===== config.mk =====
export PLATFORM = sky130hd
export DESIGN_NAME = mem_stage_flat
export DESIGN_NICKNAME = d
export VERILOG_FILES = /design/src/rtl/mem_stage_pkg.sv /design/src/rtl/mem_stage_if.sv /design/src/rtl/mem_lane_align.sv /design/src/rtl/mem_stage.sv /design/src/flat_wrapper.sv
export SDC_FILE = /design/constraint.sdc
export NUM_CORES = 1
export LEC_CHECK = 0
export ABC_AREA = 1
export ABC_CLOCK_PERIOD_IN_PS = 1850
export CORE_ASPECT_RATIO = 0.6
export CORE_UTILIZATION = 35
export CTS_CLUSTER_DIAMETER = 50
export DETAILED_ROUTE_END_ITERATION = 10
export PLACE_DENSITY = 0.65
export SLEW_MARGIN = 20
export SYNTH_ARGS = -nofsm -noshare
export SYNTH_HDL_FRONTEND = slang
export SYNTH_SLANG_ARGS = --single-unit

===== constraint.sdc =====
create_clock -name clk -period 1.85 [get_ports clk]
set_input_delay 0.37 -clock clk [delete_from_list [all_inputs] [get_ports clk]]
set_output_delay 0.37 -clock clk [all_outputs]
set_load 0.03 [all_outputs]

===== src/rtl/mem_stage_pkg.sv =====
// Shared types and decode helpers for the MINA MEM stage.
// Covers the memory op encoding, the EX/MEM and MEM/WB payloads, and the FSM state type.
package mem_stage_pkg;

    localparam int unsigned REG_ADDR_W = 4;

    typedef enum logic [3:0] {
        MEM_OP_NONE = 4'd0,
        MEM_OP_LB   = 4'd1,
        MEM_OP_LBU  = 4'd2,
        MEM_OP_LH   = 4'd3,
        MEM_OP_LHU  = 4'd4,
        MEM_OP_LW   = 4'd5,
        MEM_OP_SB   = 4'd6,
        MEM_OP_SH   = 4'd7,
        MEM_OP_SW   = 4'd8
    } mem_op_t;

    typedef enum logic {
        StIdle,
        StBusy
    } mem_state_t;

    // rd_data carries the ALU result, or the effective address for memory ops.
    typedef struct packed {
        logic [REG_ADDR_W-1:0] rd_addr;
        logic [31:0]           rd_data;
        mem_op_t               mem_op;
        logic [31:0]           mem_data;
    } mem_params_t;

    typedef struct packed {
        logic [REG_ADDR_W-1:0] rd_addr;
        logic [31:0]           rd_data;
        logic                  rd_we;
    } wb_params_t;

    function automatic logic is_mem_op(mem_op_t op);
        return op != MEM_OP_NONE;
    endfunction

    function automatic logic is_store(mem_op_t op);
        return (op == MEM_OP_SB) || (op == MEM_OP_SH) || (op == MEM_OP_SW);
    endfunction

    function automatic logic is_misaligned(mem_op_t op, logic [1:0] lane);
        logic w_mis;
        case (op)
            MEM_OP_LH, MEM_OP_LHU, MEM_OP_SH: w_mis = lane[0];
            MEM_OP_LW, MEM_OP_SW:             w_mis = (lane != 2'b00);
            default:                          w_mis = 1'b0;
        endcase
        return w_mis;
    endfunction

endpackage


===== src/rtl/mem_stage_if.sv =====
// Single-master data bus with req/ack handshake between the MEM stage and memory.
// For loads, dbus_rdata is valid in the same cycle as dbus_ack.
interface mem_stage_if #(
    parameter int unsigned ADDR_W = 32,
    parameter int unsigned DATA_W = 32
);
    logic              dbus_req;
    logic              dbus_we;
    logic [ADDR_W-1:0] dbus_addr;
    logic [3:0]        dbus_be;
    logic [DATA_W-1:0] dbus_wdata;
    logic              dbus_ack;
    logic [DATA_W-1:0] dbus_rdata;

    modport master (
        output dbus_req,
        output dbus_we,
        output dbus_addr,
        output dbus_be,
        output dbus_wdata,
        input  dbus_ack,
        input  dbus_rdata
    );

    modport slave (
        input  dbus_req,
        input  dbus_we,
        input  dbus_addr,
        input  dbus_be,
        input  dbus_wdata,
        output dbus_ack,
        output dbus_rdata
    );
endinterface


===== src/rtl/mem_lane_align.sv =====
// Little-endian byte-lane steering: byte enables and replicated store data for a request,
// and lane extraction with sign/zero extension for a load response.
module mem_lane_align
    import mem_stage_pkg::*;
(
    input  mem_op_t     i_op,
    input  logic [1:0]  i_lane,
    input  logic [31:0] i_data,
    output logic [3:0]  o_be,
    output logic [31:0] o_wdata,
    output logic [31:0] o_load
);

    logic [7:0]  w_byte;
    logic [15:0] w_half;

    assign w_byte = i_data[{i_lane, 3'b000} +: 8];
    assign w_half = i_lane[1] ? i_data[31:16] : i_data[15:0];

    always_comb begin
        o_be    = 4'b0000;
        o_wdata = i_data;
        o_load  = 32'h0;
        case (i_op)
            MEM_OP_LB: begin
                o_be   = 4'b0001 << i_lane;
                o_load = {{24{w_byte[7]}}, w_byte};
            end
            MEM_OP_LBU: begin
                o_be   = 4'b0001 << i_lane;
                o_load = {24'h0, w_byte};
            end
            MEM_OP_LH: begin
                o_be   = i_lane[1] ? 4'b1100 : 4'b0011;
                o_load = {{16{w_half[15]}}, w_half};
            end
            MEM_OP_LHU: begin
                o_be   = i_lane[1] ? 4'b1100 : 4'b0011;
                o_load = {16'h0, w_half};
            end
            MEM_OP_LW: begin
                o_be   = 4'b1111;
                o_load = i_data;
            end
            MEM_OP_SB: begin
                o_be    = 4'b0001 << i_lane;
                o_wdata = {4{i_data[7:0]}};
            end
            MEM_OP_SH: begin
                o_be    = i_lane[1] ? 4'b1100 : 4'b0011;
                o_wdata = {2{i_data[15:0]}};
            end
            MEM_OP_SW: begin
                o_be = 4'b1111;
            end
            default: begin
                o_be = 4'b0000;
            end
        endcase
    end

endmodule


===== src/rtl/mem_stage.sv =====
// MEM stage of the MINA pipeline: issues loads/stores on the data bus, stalls upstream while
// a transaction is outstanding, and produces registered MEM/WB writeback parameters.
module mem_stage
    import mem_stage_pkg::*;
#(
    parameter int unsigned ADDR_W = 32,
    parameter int unsigned DATA_W = 32
) (
    input  logic        clk,
    input  logic        rst,
    input  mem_params_t mem_params_in,
    output logic        stall_o,
    mem_stage_if.master dbus,
    output wb_params_t  wb_params_out,
    output logic        misalign_o
);

    mem_state_t              r_state, w_state_next;
    mem_op_t                 r_op, w_op_next;
    logic [REG_ADDR_W-1:0]   r_rd_addr, w_rd_addr_next;
    logic [1:0]              r_lane, w_lane_next;
    logic                    r_req, w_req_next;
    logic                    r_we, w_we_next;
    logic [ADDR_W-1:0]       r_addr, w_addr_next;
    logic [3:0]              r_be, w_be_next;
    logic [DATA_W-1:0]       r_wdata, w_wdata_next;
    wb_params_t              r_wb, w_wb_next;
    logic                    r_misalign, w_misalign_next;

    mem_op_t                 w_al_op;
    logic [1:0]              w_al_lane;
    logic [DATA_W-1:0]       w_al_data;
    logic [3:0]              w_be;
    logic [DATA_W-1:0]       w_wdata;
    logic [DATA_W-1:0]       w_load;
    logic [1:0]              w_in_lane;

    assign w_in_lane = mem_params_in.rd_data[1:0];

    // One aligner serves both directions: request steering in IDLE, load extraction in BUSY.
    assign w_al_op   = (r_state == StBusy) ? r_op : mem_params_in.mem_op;
    assign w_al_lane = (r_state == StBusy) ? r_lane : w_in_lane;
    assign w_al_data = (r_state == StBusy) ? dbus.dbus_rdata : mem_params_in.mem_data;

    mem_lane_align u_lane_align (
        .i_op    (w_al_op),
        .i_lane  (w_al_lane),
        .i_data  (w_al_data),
        .o_be    (w_be),
        .o_wdata (w_wdata),
        .o_load  (w_load)
    );

    always_comb begin
        w_state_next    = r_state;
        w_op_next       = r_op;
        w_rd_addr_next  = r_rd_addr;
        w_lane_next     = r_lane;
        w_req_next      = r_req;
        w_we_next       = r_we;
        w_addr_next     = r_addr;
        w_be_next       = r_be;
        w_wdata_next    = r_wdata;
        w_wb_next       = '0;
        w_misalign_next = 1'b0;
        stall_o         = 1'b0;

        case (r_state)
            StIdle: begin
                if (!is_mem_op(mem_params_in.mem_op)) begin
                    w_wb_next.rd_addr = mem_params_in.rd_addr;
                    w_wb_next.rd_data = mem_params_in.rd_data;
                    w_wb_next.rd_we   = (mem_params_in.rd_addr != '0);
                end else if (is_misaligned(mem_params_in.mem_op, w_in_lane)) begin
                    w_misalign_next = 1'b1;
                end else begin
                    stall_o        = 1'b1;
                    w_state_next   = StBusy;
                    w_op_next      = mem_params_in.mem_op;
                    w_rd_addr_next = mem_params_in.rd_addr;
                    w_lane_next    = w_in_lane;
                    w_req_next     = 1'b1;
                    w_we_next      = is_store(mem_params_in.mem_op);
                    w_addr_next    = {mem_params_in.rd_data[ADDR_W-1:2], 2'b00};
                    w_be_next      = w_be;
                    w_wdata_next   = w_wdata;
                end
            end
            StBusy: begin
                if (!dbus.dbus_ack) begin
                    stall_o = 1'b1;
                end else begin
                    w_state_next = StIdle;
                    w_req_next   = 1'b0;
                    w_we_next    = 1'b0;
                    w_be_next    = 4'b0000;
                    if (!is_store(r_op)) begin
                        w_wb_next.rd_addr = r_rd_addr;
                        w_wb_next.rd_data = w_load;
                        w_wb_next.rd_we   = (r_rd_addr != '0);
                    end
                end
            end
            default: begin
                w_state_next = StIdle;
            end
        endcase
    end

    always_ff @(posedge clk) begin
        if (rst) begin
            r_state    <= StIdle;
            r_op       <= MEM_OP_NONE;
            r_rd_addr  <= '0;
            r_lane     <= 2'b00;
            r_req      <= 1'b0;
            r_we       <= 1'b0;
            r_addr     <= '0;
            r_be       <= 4'b0000;
            r_wdata    <= '0;
            r_wb       <= '0;
            r_misalign <= 1'b0;
        end else begin
            r_state    <= w_state_next;
            r_op       <= w_op_next;
            r_rd_addr  <= w_rd_addr_next;
            r_lane     <= w_lane_next;
            r_req      <= w_req_next;
            r_we       <= w_we_next;
            r_addr     <= w_addr_next;
            r_be       <= w_be_next;
            r_wdata    <= w_wdata_next;
            r_wb       <= w_wb_next;
            r_misalign <= w_misalign_next;
        end
    end

    assign dbus.dbus_req   = r_req;
    assign dbus.dbus_we    = r_we;
    assign dbus.dbus_addr  = r_addr;
    assign dbus.dbus_be    = r_be;
    assign dbus.dbus_wdata = r_wdata;
    assign wb_params_out   = r_wb;
    assign misalign_o      = r_misalign;

endmodule


===== src/flat_wrapper.sv =====
// flat-port wrapper written by rule: the top's interface ports become plain ports
module mem_stage_flat import mem_stage_pkg::*;
#(
    parameter int unsigned ADDR_W = 32,
    parameter int unsigned DATA_W = 32
)
  (clk, rst, mem_params_in, stall_o, wb_params_out, misalign_o, dbus_dbus_req, dbus_dbus_we, dbus_dbus_addr, dbus_dbus_be, dbus_dbus_wdata, dbus_dbus_ack, dbus_dbus_rdata);
  mem_stage_if #(.ADDR_W(ADDR_W), .DATA_W(DATA_W)) dbus_i ();
  input  logic clk;
  input  logic rst;
  input  mem_params_t mem_params_in;
  output logic stall_o;
  output wb_params_t wb_params_out;
  output logic misalign_o;
  output wire logic [$bits(dbus_i.dbus_req)-1:0] dbus_dbus_req;
  output wire logic [$bits(dbus_i.dbus_we)-1:0] dbus_dbus_we;
  output wire logic [$bits(dbus_i.dbus_addr)-1:0] dbus_dbus_addr;
  output wire logic [$bits(dbus_i.dbus_be)-1:0] dbus_dbus_be;
  output wire logic [$bits(dbus_i.dbus_wdata)-1:0] dbus_dbus_wdata;
  input wire logic [$bits(dbus_i.dbus_ack)-1:0] dbus_dbus_ack;
  input wire logic [$bits(dbus_i.dbus_rdata)-1:0] dbus_dbus_rdata;
  assign dbus_dbus_req = dbus_i.dbus_req;
  assign dbus_dbus_we = dbus_i.dbus_we;
  assign dbus_dbus_addr = dbus_i.dbus_addr;
  assign dbus_dbus_be = dbus_i.dbus_be;
  assign dbus_dbus_wdata = dbus_i.dbus_wdata;
  assign dbus_i.dbus_ack = dbus_dbus_ack;
  assign dbus_i.dbus_rdata = dbus_dbus_rdata;
  mem_stage #(.ADDR_W(ADDR_W), .DATA_W(DATA_W)) u_core (.clk(clk), .rst(rst), .mem_params_in(mem_params_in), .stall_o(stall_o), .dbus(dbus_i), .wb_params_out(wb_params_out), .misalign_o(misalign_o));
endmodule

# After elaboration in Yosys (flattened, before gate mapping)
# Index checks and enable logic that the tools add are counted.
[classes] n_eq_ne=20 n_shift=2 n_mux=31 n_bitwise=3 n_reduce_logical=16
[op_table] cell="32-bit case mux with 5 select lines" n=1
[op_table] cell="37-bit two-way mux" n=3
[op_table] cell="37-bit case mux with 2 select lines" n=1
[op_table] cell="32-bit case mux with 2 select lines" n=1
[op_table] cell="4-bit by 3-bit == test with 1-bit output, second input constant" n=10
[op_table] cell="32-bit two-way mux" n=1
[op_table] cell="32-bit by 6-bit indexed part select with 8-bit output" n=1
[op_table] cell="4-bit two-way mux" n=5
[op_table] cell="16-bit two-way mux" n=1
[op_table] cell="4-bit by 2-bit == test with 1-bit output, second input constant" n=3
[op_table] cell="4-bit == test, second input constant" n=3
[op_table] cell="4-bit case mux with 3 select lines" n=1
[op_table] cell="4-bit nonzero test" n=3
[op_table] cell="3-bit OR reduction" n=4
[op_table] cell="1-bit two-way mux" n=11
[op_table] cell="1-bit case mux with 2 select lines" n=4
[op_table] cell="4-bit case mux with 2 select lines" n=1
[op_table] cell="3-bit AND reduction" n=2
[op_table] cell="4-bit by 1-bit == test with 1-bit output, second input constant" n=1
[op_table] cell="1-bit logical OR" n=4
[op_table] cell="2-bit inequality test, second input constant" n=2
[op_table] cell="2-bit OR reduction" n=2
[op_table] cell="1-bit by 2-bit left shift with 4-bit output, first input constant" n=1
[op_table] cell="1-bit NOT" n=3
[op_table] cell="3 further kinds" n=3
[totals] regBits=117 wordCells=85

# Longest topological paths before layout
# Gate-level depths: netlist of run 1.
[depth] ltp_word=8 depth_mapped=15

# By module
# From an unflattened synthesis of run 1, not the netlist that was laid out.
[hier_totals] hier_cells=1046 hier_area_um2=6511.2
[by_module_without_submodules] module="mem_stage" n_inst=1 cells_each=694 area_per_inst_um2=4938.5
[by_module_without_submodules] module="mem_lane_align" n_inst=1 cells_each=352 area_per_inst_um2=1572.8

# Worst setup path after synthesis of run 1
# No wires, ideal clock.
[synth_timing] kind="input port to output port" start="in mem_params_in[32] in the netlist's numbering" end="out stall_o" t_arrival_ns=1.425 t_required_ns=1.480 slack_ns=0.055 path_stages=7 n_path_buf=1 cell_sequence="nor2_1 nand3_1 nand2_1 o21ai_1 nand3_1 clkbuf_1 nand2_1"
[synth_between] elab_chain_len=8 elab_cells_between_ends=14
[synth_lines] element="start, declared" line_no="flat_wrapper.sv:11" source="input mem_params_t mem_params_in;"
[synth_lines] element="4-bit by 2-bit == test with 1-bit output (tied with other cells)" line_no="mem_stage_pkg.sv:48" source="case (op)"
[synth_lines] element="3-bit OR reduction or 2-bit OR reduction (tied branches)" line_no="mem_stage_pkg.sv:48"
[synth_lines] element="1-bit case mux with 2 select lines" line_no="mem_stage_pkg.sv:48"
[synth_lines] element="1-bit two-way mux" line_no="mem_stage.sv:70" source="if (!is_mem_op(mem_params_in.mem_op)) begin"
[synth_lines] element="1-bit two-way mux" line_no="mem_stage.sv:68" source="case (r_state)"
[synth_lines] element="1-bit two-way mux" line_no="mem_stage.sv:74" source="end else if (is_misaligned(mem_params_in.mem_op, w_in_lane)) begin"
[synth_lines] element="1-bit two-way mux (*)" line_no="mem_stage.sv:70"
[synth_lines] element="1-bit case mux with 2 select lines (*)" line_no="mem_stage.sv:68"
[synth_lines] element="end, declared" line_no="flat_wrapper.sv:12" source="output logic stall_o;"
# Every way passes the cells marked *; elsewhere a longest branch is shown, timed or not. The select of a mux whose other input is x is not followed.

# Worst setup path after layout of run 1
[layout_timing] start="in mem_params_in[34] in the netlist's numbering" end="out stall_o"
# Same word-level chain as after synthesis.

==> results of run 1 <==
## what timing repair did
action,CTS,global route
resized for setup,19,113
setup buffers,5,21
gates cloned,0,5
setup endpoints to repair,9,60
endpoints found under the hold margin,0,0
pin swaps,3,32
## cell families (layout without fill, tap and decap cells)
| family | after synthesis | after routing | share of synthesized area |
|---|---|---|---|
| DFF | 117 | 117 | 0.385 |
| AOI/OAI and AO/OA | 182 | 182 | 0.163 |
| other | 1 | 2 | 0.000616 |
| buffers and inverters | 93 | 406 | 0.0766 |
| and+or+nand+nor | 557 | 558 | 0.375 |
## power by group
group	internal (mW)	switching [mW]
Combinational	1.40	1.90
Sequential	2.73	0.126
Clock	1.99	1.31
## cell usage in the layout, fill, tap and decap left out, types with 9 or more instances in the layout
| cell | synthesis | layout |
|---|---|---|
| dlymetal6s2s_1 | 0 | 15 |
| a21oi_2 | 10 | 17 |
| buf_4 | 7 | 99 |
| inv_1 | 26 | 25 |
| nand2_1 | 458 | 422 |
| buf_12 | 0 | 17 |
| nand3_2 | 1 | 9 |
| nand2_2 | 10 | 38 |
| dfxtp_1 | 117 | 116 |
| nand3_1 | 55 | 46 |
| o21ai_0 | 34 | 30 |
| nor2_4 | 3 | 11 |
| buf_6 | 6 | 9 |
| nand2_4 | 4 | 11 |
| a21oi_1 | 119 | 112 |
| clkbuf_16 | 0 | 20 |
| dlygate4sd2_1 | 0 | 9 |
| clkdlybuf4s50_1 | 0 | 187 |
## layer usage
metal  part of all wire  GRT usage  vias to the layer above
met1               0.47      0.401                     3413
met3               0.12     0.0845                       10
met5                  0          0                        -
met4             0.0040     0.0512                        0
met2               0.41      0.378                      380
li1                   -          -                     3654
## registers in the layout, indices dropped and copies added, names as in the netlist
signal / flops
u_core.dbus.dbus_we: 1
u_core.r_state: 1
u_core.r_rd_addr: 4
u_core.dbus.dbus_be: 4
u_core.dbus.dbus_wdata: 32
u_core.wb_params_out: 37
u_core.dbus.dbus_req: 1
u_core.r_op: 4
u_core.r_lane: 2
u_core.dbus.dbus_addr: 30
u_core.misalign_o: 1
## metrics by stage
| step | total power, mW | utilization | setup WS [ps] |
|---|---|---|---|
| after floorplan | 4.42 | - | 55.2 |
| after global placement | 5.79 | 0.546 | -395 |
| after detailed placement | 5.80 | 0.546 | -390 |
| after CTS | 9.14 | 0.585 | -22.7 |
| after global routing | 9.86 | 0.626 | -60.0 |
| final | 9.46 | 0.626 | -26.9 |
## critical path, cell delays in order
cell,delay (ps)
dlygate4sd2_1,310
buf_4,160
nand4_1,110
nand2_1,160
o21ai_4,90
nand3_2,110
nand2_2,70
buf_6,130
## final timing paths
path,startpoint,endpoint,slack (ps),cells after the start
max,mem_params_in[34],stall_o,-30,8
min,mem_params_in[36],u_core.r_lane[0]$_SDFFE_PP0P_,400,4
max reg2reg,u_core.r_state$_SDFF_PP0_,u_core.wb_params_out[5]$_SDFF_PP0_,20,10
min reg2reg,u_core.dbus.dbus_addr[31]$_SDFFE_PP0P_,u_core.dbus.dbus_addr[31]$_SDFFE_PP0P_,460,2
## final cells by class
type	instances	area, sq um	share of cell area
inverters	32	130	0.0125
flip-flops and latches	117	2350	0.225
clock inverters	14	153	0.0147
repair buffers	342	3430	0.329
multi-input cells	742	3640	0.349
clock buffers	18	429	0.0412
well taps	228	285	0.0274
==> reports/results.txt, run 1 <==
ANT cells -> 0
RSZ-0062 raised after global routing -> true
Final Cell Area -> 10400 sq um
CP arrival -> 1510 ps
Port Buffers -> 213
part of the cycle the worst path needs -> 1.01
number of flops mapped to enable cells by yosys -> 0
# fillers -> 1495
status -> finished with violations
Async SR Flop Fraction -> 0
# nets final -> 1359
Total Wirelength -> 25200 um
WHS -> 402 ps
H-Tree Level Count -> 4
clock tree sinks -> 117
Cells after DPL -> 1430
failing checks -> negative setup slack
Initial Util -> 0.366
Num CTS Buffers -> 17
Clock Pin Slew Worst Setup and Hold Paths -> 60 ps
vias in the first global route -> 6763
Yosys top cell area share -> 0.385
final hold viol count -> 0
Post-Syn Area per Cell -> 6.41 sq um
I/O pin count -> 216
share of layout cells above drive strength 1 -> 0.220
CTS tree -> built
crit path kind -> primary input to primary output
die area -> 17900 sq um
pin count of the biggest net entering global routing -> 94
Avg Vias per Cell -> 4.99
Die Y-Extent -> 104 um
Max IR drop VDD -> 0.606 mV
DR iter-0 viols -> 705
count leader, synth -> nand2_1
Rel. slew slack -> 0.663
P per Cell Area -> 909 nW/um^2
Synth Warn # -> 0
Setup TNS -> -26.9 ps
Synth Instances -> 950
via count -> 7457
Hold WC Path Type -> primary input to flip-flop
Clk Latency, worst-skew pair -> 420 ps
Routed WL per cell -> 16.9 um
antenna violations before repair -> 0
CTS Root Cell -> clkbuf_16
GPL Wtd Cong -> 0.965
max cap viols -> 0
hpwl dp -> 18600 um
Fmax achieved -> 533 MHz
endpoint class of the critical path -> primary output
Worst Tran Pin Value -> 501 ps
width of the die -> 172 um
Seq/Total Area, Yosys -> 0.385
Final setup viols -> 1
first-pass GRT wire length -> 37000 um
synth unique cells -> 34
Synth Register Bits -> 117
Netlist Area Pre-Place -> 6090 sq um
drt pass-1 iters -> 5
ranking of synthesized cells by area -> dfxtp_1 38%, nand2_1 28%, a21oi_1 9.8%, nand3_1 4.5%, o21ai_0 2.8%
Max clock buf depth -> 2
CP Launch Type -> primary input
critical path required time -> 1480 ps
Synth area leader -> dfxtp_1
gr ovfl total -> 0
gr usage total -> 0.271
Antenna Nets Post-Route -> 0
Hold-fix buffers, CTS -> 0
PnR worst setup slack -> -26.9 ps
crit path time final -> 1880 ps
area grow syn2layout -> 70.9%
post-route clock skew -> 9.46 ps
num rows -> 36
LEAKAGE -> 4.75 nW
Final Non-Filler Cells -> 1493
most common library cells after synthesis -> 458 x nand2_1, 119 x a21oi_1, 117 x dfxtp_1
DRC -> 0
Top FF cell, synth -> dfxtp_1
final max-slew violation count -> 0
critical path fanouts, max -> 4
placed cell areas -> 9070 sq um
core area -> 16600 sq um
(Power assumes the default switching activity.)
==> run 2: changes to the inputs <==
- CORE_UTILIZATION: 35 -> 40
- PLACE_DENSITY: 0.65 -> 0.73
- REMOVE_ABC_BUFFERS: default -> 1
==> run 2 against run 1 <==
Against the previous run:
- the run still ends with negative setup slack left
- fmax is 0.40% higher
- non-clock buffer count is 39 lower
- combinational power is 8.8% lower
- critical path depth is 3 lower
- worst setup slack better by 7.4 ps
- global-route usage is 1.4 points higher
- largest cell class unchanged
- highest routed layer unchanged
==> reports/results.txt, run 2 (synthesized netlist as in run 1, its figures left out) <==
Clk Latency, worst-skew pair -> 420 ps (about the same)
Total Wirelength -> 23000 um (was 25200 um)
clock tree sinks -> 117 (unchanged)
DR iter-0 viols -> 554 (was 705)
reg2reg start -> u_core.r_state$_SDFF_PP0_ (unchanged)
Final Cell Area -> 9920 sq um (was 10400 sq um)
part of the cycle the worst path needs -> 1.01 (about the same)
post-layout util -> 0.676 (was 0.626)
drt pass-1 iters -> 5 (unchanged)
first-pass GRT wire length -> 35300 um (was 37000 um)
width of the die -> 161 um (was 172 um)
P per Cell Area -> 928 nW/um^2 (was 909 nW/um^2)
vias in the first global route -> 6757 (was 6763)
Cells after DPL -> 1378 (was 1430)
# fillers -> 1255 (was 1495)
LEAKAGE -> 4.64 nW (was 4.75 nW)
critical path fanouts, max -> 5 (was 4)
# nets final -> 1321 (was 1359)
Avg Vias per Cell -> 5.12 (was 4.99)
PnR worst setup slack -> -19.5 ps (was -26.9 ps)
die area -> 15700 sq um (was 17900 sq um)
Num CTS Buffers -> 17 (unchanged)
worst setup path start -> u_core.r_state$_SDFF_PP0_ (was mem_params_in[34])
CTS tree -> built (unchanged)
post-route clock skew -> 7.06 ps (was 9.46 ps)
gr ovfl total -> 0 (unchanged)
CP arrival -> 1500 ps (was 1510 ps)
Hold WC Path Type -> primary input to flip-flop (unchanged)
placed cell areas -> 8910 sq um (was 9070 sq um)
most common cell after layout, fill and taps aside -> nand2_1 (unchanged)
num rows -> 34 (was 36)
RSZ-0062 raised after global routing -> true (unchanged)
Clock Pin Slew Worst Setup and Hold Paths -> 60 ps (about the same)
RR Endpoint -> u_core.dbus.dbus_be[1]$_SDFFE_PP0P_ (was u_core.wb_params_out[5]$_SDFF_PP0_)
DRC -> 0 (unchanged)
crit path to -> stall_o (unchanged)
final hold viol count -> 0 (unchanged)
Max clock buf depth -> 2 (unchanged)
via count -> 7293 (was 7457)
gr usage total -> 0.285 (was 0.271)
Die Y-Extent -> 97.6 um (was 104 um)
ANT cells -> 0 (unchanged)
H-Tree Level Count -> 4 (unchanged)
share of layout cells above drive strength 1 -> 0.164 (was 0.220)
antenna violations before repair -> 0 (unchanged)
Port Buffers -> 213 (unchanged)
Final setup viols -> 1 (unchanged)
I/O pin count -> 216 (unchanged)
hpwl dp -> 16100 um (was 18600 um)
CTS Root Cell -> clkbuf_16 (unchanged)
CP Launch Type -> flip-flop (was primary input)
DP Worst Slack -> -408 ps (was -390 ps)
status -> finished with violations (unchanged)
Max IR drop VDD -> 0.621 mV (was 0.606 mV)
pin count of the biggest net entering global routing -> 57 (was 94)
R2R setup slack -> 0 ps (was 20 ps)
area grow syn2layout -> 62.9% (was 70.9%)
Initial Util -> 0.415 (was 0.366)
max cap viols -> 0 (unchanged)
crit path kind -> flip-flop to primary output (was primary input to primary output)
final max-slew violation count -> 0 (unchanged)
worst reg2reg path depth -> 13 (was 10)
Final Non-Filler Cells -> 1425 (was 1493)
Power Total -> 9.21 mW (was 9.46 mW)
Routed WL per cell -> 16.1 um (was 16.9 um)
endpoint class of the critical path -> primary output (unchanged)
failing checks -> negative setup slack (unchanged)
Antenna Nets Post-Route -> 0 (unchanged)
Fmax achieved -> 535 MHz (was 533 MHz)
critical path required time -> 1480 ps (about the same)
GPL Wtd Cong -> 0.895 (was 0.965)
most frequent cells in the layout -> 447 x nand2_1, 179 x clkdlybuf4s50_1, 116 x dfxtp_1, 115 x a21oi_1, 66 x buf_4 (was 422 x nand2_1, 187 x clkdlybuf4s50_1, 116 x dfxtp_1, 112 x a21oi_1, 99 x buf_4)
core area -> 14700 sq um (was 16600 sq um)
crit path time final -> 1870 ps (was 1880 ps)
max reg flops -> 37 (unchanged)
-- run 2: area by class of cell --
class	instances	area, sq um	share of cell area
clock buffer	17	425	0.0429
clock inverter	15	170	0.0172
inverter	32	128	0.0129
multi-input combinational	743	3460	0.349
sequential	117	2350	0.236
tap	198	248	0.0250
timing repair buffer	303	3140	0.317
-- run 2: how the worst min path moves through the flow --
stage,from,to,cells after the start
finish,rst,u_core.wb_params_out[13]$_SDFF_PP0_,3
CTS,rst,u_core.wb_params_out[13]$_SDFF_PP0_,3
floorplan,rst,u_core.wb_params_out[12]$_SDFF_PP0_,1
detailed placement,u_core.dbus.dbus_wdata[17]$_SDFFE_PP0P_,u_core.dbus.dbus_wdata[17]$_SDFFE_PP0P_,2
global placement,u_core.dbus.dbus_wdata[2]$_SDFFE_PP0P_,u_core.dbus.dbus_wdata[2]$_SDFFE_PP0P_,2
global route,rst,u_core.wb_params_out[13]$_SDFF_PP0_,3
-- run 2: where the power goes --
group,internal (mW),switching [mW]
Combinational,1.24,1.76
Clock,2.02,1.35
Sequential,2.73,0.108
-- run 2: critical path, stage by stage, from the launching register on --
cell and delay [ps]:
dfxtp_4 390, inv_6 60, buf_4 140, or2_2 290
nand2_2 70, buf_6 130
-- run 2: through the flow --
step	setup TNS [ps]	hold WS, ps
finish	-19.5	417
floorplan	-179210	432
global route	-1020	433
CTS	-5.44	408
global placement	-31080	451
detailed placement	-37480	454
-- run 2: what timing repair did --
| action | 4_1_cts | 5_1_grt |
|---|---|---|
| hold buffers | 0 | 0 |
| gates resized for setup | 21 | 68 |
| cloned | 0 | 5 |
| setup buffers | 2 | 8 |
| endpoints found under the setup margin | 4 | 60 |
| pin swaps | 2 | 12 |
-- run 2: routing by layer --
layer / track usage / vias up / routed length (um)
li1: - / 3584 / -
met1: 0.398 / 3346 / 10900
met2: 0.439 / 339 / 9870
met3: 0.0730 / 24 / 2060
met4: 0.0588 / 0 / 170
met5: 0 / - / 0
==> variant 1 (config.mk and constraints of run 2) <==
Reset style: asynchronous (`rst`), changed in one clocked block.
--- a/src/rtl/mem_stage.sv
+++ b/src/rtl/mem_stage.sv
@@ -107,7 +107,7 @@
         endcase
     end
 
-    always_ff @(posedge clk) begin
+    always_ff @(posedge clk or posedge rst) begin
         if (rst) begin
             r_state    <= StIdle;
             r_op       <= MEM_OP_NONE;
Function: differs if rst is asserted again (counterexample within 4 cycles, from zero or initial values and one cycle with rst high); with rst held inactive, the same outputs for 4 cycles.
==> variant 1 against run 2 <==
- the run still ends with setup timing left
- utilization rose by 2.9 points
- count of clock-buffer cells in the layout rose by 2
- critical path depth rose by 7
- synthesized area rose by 7.9%
- final area rose by 11%
- sequential cell count did not move
- routed wire length rose by 7.4%
- worst setup slack improved by 8.8 ps
- final cell count rose by 3.2%
Power is not compared: it rests on default switching activity, and its combinational part moved more than twofold at a synthesized area within 25%.
==> variant 1: results (changes against run 2) <==
metric	value	unit	change
worst_slack	-10.7	ps	+8.77 ps
skew	9.41	ps	+2.34 ps
gp_congestion	0.945		+5.6%
vias_per_cell	5.14		+0.39%
grt_pass1_vias	6992		+3.5%
tns	-14.8	ps	+4.72 ps
drv_cap	0		unchanged
ys_top_cells_by_area	dfrtp_1 45%, nand2_1 32%, nand3_1 5.5%		
grt_max_degree	42		-26%
dpl_cell_area	0.00956	mm^2	+7.2%
cp.arrival	2210	ps	+710 ps
p_leak	6.07	nW	
ys_async_sr_fraction	100	%	+100 points
diodes	0		unchanged
status	complete, but fails checks		
detail_route.iter0.violations	697		+26%
hpwl	16900	um	+4.6%
totalWireLength	24700	um	+7.4%
syn_inst	945		-0.53%
cp_max_fo	8		+3
grt_use_total	27.7	%	-0.76 points
min_path_type	in2async		
cts_buffers	17		unchanged
drive_gt1_share	21.6	%	+5.2 points
place_ws	-434	ps	-25.6 ps
portBuffers	213		unchanged
fillers	1256		+0.080%
yosysSeqAreaShare	44.6	%	+6.1 points
dp_cells	1408		+2.2%
vias	7553		+3.6%
grt_pass1_wl	36600	um	+3.5%
drtPass1Iterations	6		+1
power_density	1680	mW/mm^2	
yosys_most_used_dff	dfrtp_1		
setup_viol	3		+2
synth_cell_types	31		-8.8%
clk_pin_slew	60	ps	about the same
ys_top_cells_by_count	552 x nand2_1, 117 x dfrtp_1, 72 x nand3_1		
violations	setup timing		
==> variant 1: routing by layer <==
metal  up-vias  global-route usage (%)  part of all wire [%]
li1       3583                       -                     -
met2       404                    42.6                    43
met1      3536                    38.8                    45
met3        30                    7.35                   9.9
met5         -                       0                     0
met4         0                    7.20                   1.4
==> variant 1: cell type report <==
cell class              count  share of cell area (%)
repair buffers            334                    30.9
inverters                  37                    1.52
flip-flops and latches    117                    26.5
well taps                 203                    2.30
repair inverters            1                  0.0792
clock inverters            13                    1.77
clock buffers              19                    4.10
multi-input cells         746                    32.8
==> variant 1: repair_timing <==
action | 4_1_cts | 5_1_grt
pin swaps | 6 | 41
gates resized for setup | 34 | 135
setup endpoints to repair | 67 | 76
gates cloned | 1 | 8
setup buffers | 3 | 18
==> variant 1: cells by family after synthesis <==
family / share of synthesized area, %
DFF: 44.6
other: 0.0571
and+or+nand+nor: 42.2
buffers and inverters: 6.61
AOI/OAI and AO/OA: 6.55
==> variant 1: final timing paths <==
path,from,to,slack [ps],depth (start not counted)
min in group clk,mem_params_in[32],u_core.r_op[0]$_DFFE_PP0P_,440,4
worst max-delay path,u_core.r_state$_DFF_PP0_,u_core.wb_params_out[2]$_DFF_PP0_,-10,12
worst min register to register,u_core.dbus.dbus_wdata[13]$_DFFE_PP0P_,u_core.dbus.dbus_wdata[13]$_DFFE_PP0P_,480,2
max in group asynchronous,rst,u_core.wb_params_out[4]$_DFF_PP0_,1050,3
worst min-delay path,rst,u_core.r_rd_addr[1]$_DFFE_PP0P_,290,2
worst max register to register,u_core.r_state$_DFF_PP0_,u_core.wb_params_out[2]$_DFF_PP0_,-10,12
==> variant 1: power by group <==
| part | switching (mW) | internal, mW | leakage (nW) | total (mW) |
|---|---|---|---|---|
| Clock | 1.27 | 2.35 | 0.307 | 3.61 |
| Sequential | 0.549 | 3.47 | 1.50 | 4.01 |
| Combinational | 6.57 | 4.40 | 4.26 | 11.0 |
==> variant 1: worst max-delay path, stage by stage, from the launching register on <==
cell and delay [ps]:
dfrtp_2 460, buf_12 170, buf_8 140, o21ai_4 250, buf_6 210, nand2_2 80
nand2_1 70, nand2_1 50, nand2_1 70, nand2_1 70, nand3_2 90, nand2_1 70
nand2_1 70
==> variant 2 (settings of run 2) <==
Without the edit above. `ADDR_W` is set to 32 in 3 places; all go to 24.
--- a/src/rtl/mem_stage_if.sv
+++ b/src/rtl/mem_stage_if.sv
@@ -1,7 +1,7 @@
 // Single-master data bus with req/ack handshake between the MEM stage and memory.
 // For loads, dbus_rdata is valid in the same cycle as dbus_ack.
 interface mem_stage_if #(
-    parameter int unsigned ADDR_W = 32,
+    parameter int unsigned ADDR_W = 24,
     parameter int unsigned DATA_W = 32
 );
     logic              dbus_req;
--- a/src/rtl/mem_stage.sv
+++ b/src/rtl/mem_stage.sv
@@ -3,7 +3,7 @@
 module mem_stage
     import mem_stage_pkg::*;
 #(
-    parameter int unsigned ADDR_W = 32,
+    parameter int unsigned ADDR_W = 24,
     parameter int unsigned DATA_W = 32
 ) (
     input  logic        clk,
--- a/src/flat_wrapper.sv
+++ b/src/flat_wrapper.sv
@@ -1,7 +1,7 @@
 // flat-port wrapper written by rule: the top's interface ports become plain ports
 module mem_stage_flat import mem_stage_pkg::*;
 #(
-    parameter int unsigned ADDR_W = 32,
+    parameter int unsigned ADDR_W = 24,
     parameter int unsigned DATA_W = 32
 )
   (clk, rst, mem_params_in, stall_o, wb_params_out, misalign_o, dbus_dbus_req, dbus_dbus_we, dbus_dbus_addr, dbus_dbus_be, dbus_dbus_wdata, dbus_dbus_ack, dbus_dbus_rdata);
Interface: changed (resized dbus_dbus_addr); port bits go from 216 to 208. No check against the original RTL was run, so the function may have changed too.
==> variant 2 against run 2 <==
- the flow still finishes with violations (setup timing)
- sequential cell count decreased by 8
- clock skew increased by 0.77 ps
- synthesized area decreased by 6.5%
- final area decreased by 5.9%
- total power decreased by 19%
- first-iteration DRC count decreased by 3.2%
- routed wire length decreased by 7.6%
- worst setup slack improved by 7.7 ps
- global-route usage increased by 0.095 points
- maximum frequency increased by 0.41%
- largest cell class unchanged
==> variant 2: results (changes against run 2) <==
metric	value	unit	change
status	complete, but fails checks		
violations	setup timing		
nNonClkInverters	33		+3.1%
grt_pass1_vias	6428		-4.9%
drive_gt1_share	16.4	%	+0.049 points
setup_viol	1		unchanged
hold_end	u_core.wb_params_out[22]$_SDFF_PP0_		
n_clock_buffer	10		-7
clock_latency	360	ps	-60 ps
portBuffers	205		-3.8%
gp_congestion	0.970		+8.3%
slowest_delay	450	ps	+60 ps
fillers	1244		-0.88%
cts_buffers	9		-8
grt_pass1_wl	32800	um	-7.2%
layout.nets	1301		-1.5%
multi_input_comb_cells	722		-2.8%
reg2reg_depth	12		-1
yosysSeqAreaShare	38.3	%	-0.15 points
hpwl	16000	um	-1.1%
r2r_setup_slack	30	ps	+30 ps
skew	7.83	ps	+0.770 ps
detail_route.iter0.violations	536		-3.2%
worst_slack	-11.9	ps	+7.65 ps
synth_cell_types	29		-15%
seq_area_share	23.4	%	-0.23 points
[variant 2: cells by family after synthesis]
logic type	Yosys count	synth area share (%)
AND/OR/NAND/NOR	541	37.8
AO/OA/AOI/OAI	179	16.5
flip-flops	109	38.3
buffers and inverters	90	7.32
other	1	0.0658
[variant 2: power by group]
part,switching (mW),internal [mW]
clock,0.988,0.992
sequential,0.112,2.53
combinational,1.63,1.25
total,2.73,4.77
[variant 2: how the worst max path moves through the flow]
| stage | from | end | slack (ps) |
|---|---|---|---|
| floorplan | u_core.r_state$_SDFF_PP0_ | u_core.dbus.dbus_wdata[15]$_SDFFE_PP0P_ | -1700 |
| global placement | mem_params_in[33] | u_core.dbus.dbus_wdata[30]$_SDFFE_PP0P_ | -400 |
| detailed placement | mem_params_in[34] | u_core.dbus.dbus_wdata[28]$_SDFFE_PP0P_ | -430 |
| CTS | u_core.r_state$_SDFF_PP0_ | u_core.wb_params_out[16]$_SDFF_PP0_ | -2 |
| global route | u_core.r_state$_SDFF_PP0_ | u_core.wb_params_out[13]$_SDFF_PP0_ | -80 |
| finish | u_core.r_state$_SDFF_PP0_ | stall_o | -10 |
[variant 2: through the flow]
stage / setup slack [ps] / std cells / hold WS (ps) / utilization, % / instance area [um^2]
5_1_grt: -82.8 / 1391 / 332 / 67.7 / 9330
6_report: -11.9 / 1391 / 331 / 67.7 / 9330
3_3_place_gp: -396 / 1367 / 451 / 63.2 / 8720
2_1_floorplan: -1700 / 864 / 439 / - / 5410
4_1_cts: -1.54 / 1385 / 314 / 65.9 / 9080
3_5_place_dp: -432 / 1367 / 458 / 63.2 / 8720
[variant 2: metal layers]
metal	global-route usage (%)	share of wire, %
met2	43.8	42
met1	40.5	48
met4	7.03	0.80
met5	0	0
met3	6.24	9.0
